<file path="config.mk">
export PLATFORM = sky130hd
export DESIGN_NAME = door_motor_driver
export DESIGN_NICKNAME = d
export VERILOG_FILES = /design/src/rtl/door_motor_driver.sv
export SDC_FILE = /design/constraint.sdc
export NUM_CORES = 1
export LEC_CHECK = 0
export CORE_MARGIN = 8
export CORE_UTILIZATION = 35
export DETAILED_ROUTE_END_ITERATION = 6
export PLACE_DENSITY = 0.61
export SLEW_MARGIN = 10
export SYNTH_ARGS = -nofsm -noshare
export SYNTH_HDL_FRONTEND = slang
export SYNTH_SLANG_ARGS = --single-unit
</file>
<file path="constraint.sdc">
create_clock -name CLK -period 1.99 [get_ports CLK]
set_input_delay 0.2985 -clock CLK [delete_from_list [all_inputs] [get_ports CLK]]
set_output_delay 0.2985 -clock CLK [all_outputs]
set_load 0.01 [all_outputs]
</file>
<file path="src/rtl/door_motor_driver.sv">
// rtl/door_motor_driver.sv - gated PWM H-bridge drive with dead time, soft-start ramp and latched over-current fault
module door_motor_driver #(
  parameter int PWM_BITS    = 8,
  parameter int RAMP_STEP   = 32,
  parameter int DEAD_CYCLES = 4
) (
  input  logic                CLK,
  input  logic                RST,
  input  logic                UP_M,
  input  logic                DOWN_M,
  input  logic                OVER_CUR,
  input  logic                CLR_FAULT,
  output logic                HS_UP,
  output logic                HS_DN,
  output logic [PWM_BITS-1:0] DUTY,
  output logic                FAULT,
  output logic                BUSY
);

  typedef enum logic [2:0] {S_IDLE, S_DEAD, S_RAMP, S_RUN, S_FAULT} state_t;
  typedef enum logic [1:0] {DIR_NONE, DIR_UP, DIR_DN} dir_t;

  localparam logic [7:0]          DEAD_LOAD = 8'(DEAD_CYCLES - 1);
  localparam logic [PWM_BITS-1:0] DUTY_MAX  = '1;
  localparam logic [PWM_BITS:0]   STEP_W    = (PWM_BITS+1)'(RAMP_STEP);

  state_t              state, state_n;
  dir_t                dir, dir_n, cmd;
  logic [PWM_BITS-1:0] duty, duty_n;
  logic [PWM_BITS-1:0] pwm_cnt;
  logic [7:0]          dead_cnt, dead_n;
  logic                fault_q, fault_n;
  logic                hs_up_q, hs_dn_q, busy_q;
  logic [PWM_BITS:0]   ramp_sum;
  logic                period_end;
  logic                driving;

  always_comb begin
    cmd = DIR_NONE;
    if (UP_M && !DOWN_M)      cmd = DIR_UP;
    else if (DOWN_M && !UP_M) cmd = DIR_DN;
  end

  assign period_end = &pwm_cnt;
  assign ramp_sum   = {1'b0, duty} + STEP_W;
  assign driving    = (state == S_RAMP) || (state == S_RUN);

  always_comb begin
    state_n = state;
    dir_n   = dir;
    duty_n  = duty;
    dead_n  = dead_cnt;
    fault_n = fault_q;
    if (OVER_CUR) begin
      state_n = S_FAULT;
      duty_n  = '0;
      dir_n   = DIR_NONE;
      fault_n = 1'b1;
    end else begin
      case (state)
        S_IDLE: begin
          duty_n = '0;
          if (cmd != DIR_NONE) begin
            dir_n   = cmd;
            dead_n  = DEAD_LOAD;
            state_n = S_DEAD;
          end
        end
        S_DEAD: begin
          duty_n = '0;
          if (cmd != dir) begin
            dir_n  = cmd;
            dead_n = DEAD_LOAD;
          end else if (dead_cnt == 8'd0) begin
            state_n = (dir == DIR_NONE) ? S_IDLE : S_RAMP;
          end else begin
            dead_n = dead_cnt - 8'd1;
          end
        end
        S_RAMP, S_RUN: begin
          if (cmd != dir) begin
            // Stop/reversal is immediate; the dead time protects the bridge.
            duty_n  = '0;
            dir_n   = cmd;
            dead_n  = DEAD_LOAD;
            state_n = S_DEAD;
          end else if (state == S_RUN) begin
            duty_n = DUTY_MAX;
          end else if (period_end) begin
            if (ramp_sum >= {1'b0, DUTY_MAX}) begin
              duty_n  = DUTY_MAX;
              state_n = S_RUN;
            end else begin
              duty_n = ramp_sum[PWM_BITS-1:0];
            end
          end
        end
        S_FAULT: begin
          duty_n = '0;
          dir_n  = DIR_NONE;
          if (CLR_FAULT && cmd == DIR_NONE) begin
            fault_n = 1'b0;
            state_n = S_IDLE;
          end
        end
        default: begin
          state_n = S_IDLE;
          duty_n  = '0;
          dir_n   = DIR_NONE;
        end
      endcase
    end
  end

  always_ff @(posedge CLK) begin
    if (RST) begin
      state    <= S_IDLE;
      dir      <= DIR_NONE;
      duty     <= '0;
      pwm_cnt  <= '0;
      dead_cnt <= 8'd0;
      fault_q  <= 1'b0;
      hs_up_q  <= 1'b0;
      hs_dn_q  <= 1'b0;
      busy_q   <= 1'b0;
    end else begin
      state    <= state_n;
      dir      <= dir_n;
      duty     <= duty_n;
      pwm_cnt  <= pwm_cnt + 1'b1;
      dead_cnt <= dead_n;
      fault_q  <= fault_n;
      hs_up_q  <= driving && (dir == DIR_UP) && (pwm_cnt < duty);
      hs_dn_q  <= driving && (dir == DIR_DN) && (pwm_cnt < duty);
      busy_q   <= (state_n != S_IDLE);
    end
  end

  assign HS_UP = hs_up_q;
  assign HS_DN = hs_dn_q;
  assign DUTY  = duty;
  assign FAULT = fault_q;
  assign BUSY  = busy_q;

endmodule

</file>
==> flow_summary.ini <==
[yosys]
synthArstFlopShare_pct = 0
ys_ff_latch = 29
ys_seq_area_share_pct = 35.3
ys_types = 43
ys_warn_count = 0
synth_ff_type = dfxtp_1
avgSynthCellArea_um2 = 8.76
synth_cells = 188
synth_nets = 207
syn-cell-area_um2 = 1650
synth-edff-count = 0

[clock_network]
htreeDepth = 2
clk_pin_slew_ps = 50
clk_latency_ps = 280
cts_tree = yes
cts_setup_buffers = 0
cts_buffer_depth = 2
clock-root-buffer = clkbuf_8
cts_buffers = 5
cts.sinks = 29

[critical_path]
cp.arrival_ps = 2130
crit_type = input pin to flip-flop
r2r-start = dead_cnt[0]
startpoint = UP_M
worst_setup_path_end_kind = flip-flop
cp_max_fo = 4
critPathLaunchType = input pin
cp.required_ps = 2200

[floorplanning]
fp.dieArea_um2 = 7160
coreArea_um2 = 4630
die_w_um = 84.6
io_pins = 18
die_h_um = 84.6
row_count = 25
initial_core_util_pct = 35.6

[sta]
tns_ps = 0
relSlewSlack_pct = 67.2
fmax_mhz = 521
final_hold_viol_count = 0
tightest_slew_ps = 491
clock_skew_ps = 4.36
finalCritPeriodShare_pct = 96.4
report.final.slew_viol_count = 0
final-setup-viol-count = 0
period_needed_ps = 1920

[drt]
drcViolationCount = 0
drtAntennaViolNets = 0
first_pass_iters = 4
avgRoutedWirePerCell_um = 12.7
vias_per_cell = 5.08
routed-via-count = 1382
drt_iter0_markers = 89
routed_wl_mm = 3.45

[final_layout]
areaGrowthSynthToFinish_pct = 23.4
drive_gt1_share_pct = 14.7
instances_no_fill = 272
nNetsFinal = 237
final_common_cell = dfxtp_1
final_cell_area_um2 = 2030
fill_cells = 453
antenna_cells = 0
final_cell_mix = dfxtp_1, nor2_1, clkdlybuf4s50_1

[power_and_ir_drop]
p_per_area_nw_per_um2 = 656
seqPwrFrac_pct = 47.6
intPower_w = 0.000988
p_leak_nw = 0.784
power_frac_clock_pct = 35.5
total_power_w = 0.00133
switchingPower_w = 0.000346
p_sw_share_pct = 25.9
combPwrFrac_pct = 16.9
peakVddDrop_v = 0.000436

[grt]
grt_pass1_wl_mm = 6.03
met1_usage_pct = 11.4
gr-usage-met2_pct = 17.3
top_usage_layer = met2
grt_pass1_vias = 1394
antenna_found_initial = 0
grt_usage_pct = 10.3
grt_max_degree = 17
overflow = 0
gr-usage-met3_pct = 3.80

[placed_design]
dpl.hpwl_mm = 2.71
placed_area_um2 = 1940
placed_cells = 265
place_congestion = 0.786
portBuffers = 17

[flow_run]
cap_violations = 0

[min_path]
hold_path_class = flip-flop to flip-flop
min_from = pwm_cnt[0]

[status]
outcome = complete, no violations
layer usage:
layer	share of wire (%)	up-vias
li1	-	726
met1	47	632
met2	48	19
met3	4.4	5
met4	0.81	0
met5	0	-
path summary, 6_finish.rpt:
check        slack (ps)           to  cells after the start
min reg2reg         450   pwm_cnt[0]                      1
max                  70  dead_cnt[6]                      8
min                 450   pwm_cnt[0]                      1
max reg2reg         210  dead_cnt[6]                      7
per-stage QoR:
stage                     hold slack [ps]  utilization [%]  setup WS [ps]
after global placement                440             41.9           -165
final                                 453             43.9           71.0
after global routing                  489             43.9          -11.7
after detailed placement              451             41.9           -202
after CTS                             462             43.8           73.8
after floorplan                       377                -            200
synthesized netlist by cell type (all sizes together) (4+ instances only):
library cell   n  area share, %
nand2         11            2.5
nand3          6            1.8
nand2b         6            2.3
nor3           4            1.9
dfxtp         29             35
xnor2          5            2.7
a31oi          4            2.4
buf            5            2.1
xor2           6            3.2
ha            13            9.9
a21oi         14            4.5
nor2          22            5.0
inv           10            2.3
and3           5            1.9
o21ai         10            3.3
o211ai         4            1.8
sequential cells by signal, summed over array words and instances, names as in the netlist:
| register | flops |
|---|---|
| dead_cnt | 8 |
| pwm_cnt | 8 |
| DUTY | 4 |
| state | 3 |
| dir | 2 |
| BUSY | 1 |
| FAULT | 1 |
| HS_DN | 1 |
| HS_UP | 1 |
power groups by stage:
| stage | sequential [W] | clock, W | combinational (W) |
|---|---|---|---|
| after floorplan | 0.000643 | 0 | 0.000149 |
| after global placement | 0.000647 | 0 | 0.000222 |
| after detailed placement | 0.000647 | 0 | 0.000223 |
| after CTS | 0.000634 | 0.000490 | 0.000223 |
| after global routing | 0.000639 | 0.000524 | 0.000251 |
| final | 0.000634 | 0.000474 | 0.000225 |
cell type report:
cell class	instances	area, um^2	share of cell area [%]
clock buffers	7	86.3	4.25
inverters	10	37.5	1.85
multi-input cells	142	992	48.8
flip-flops and latches	29	581	28.6
well taps	54	67.6	3.33
repair buffers	30	268	13.2
worst max-delay path, stage by stage:
cell and delay (ps):
clkdlybuf4s50_1 480, inv_1 40, ha_1 300, nor3b_2 180
nor3_4 190, o21ai_2 110, or3_1 380, a21oi_2 140
logic make-up after synthesis:
logic type               share of synthesized area (%)
XOR/XNOR                                          5.85
AO/OA/AOI/OAI                                     18.5
adder cells (fa/ha/maj)                           9.88
buffers and inverters                             4.86
multiplexers                                      1.90
AND/OR/NAND/NOR                                   23.7
flip-flops                                        35.3
what timing repair did:
action                                  CTS  global route
resized for setup                         0             2
endpoints found under the hold margin     0             0
hold buffers                              0             0
endpoints found under the setup margin    0             5
Note: power is estimated with default switching activity, not from simulation.
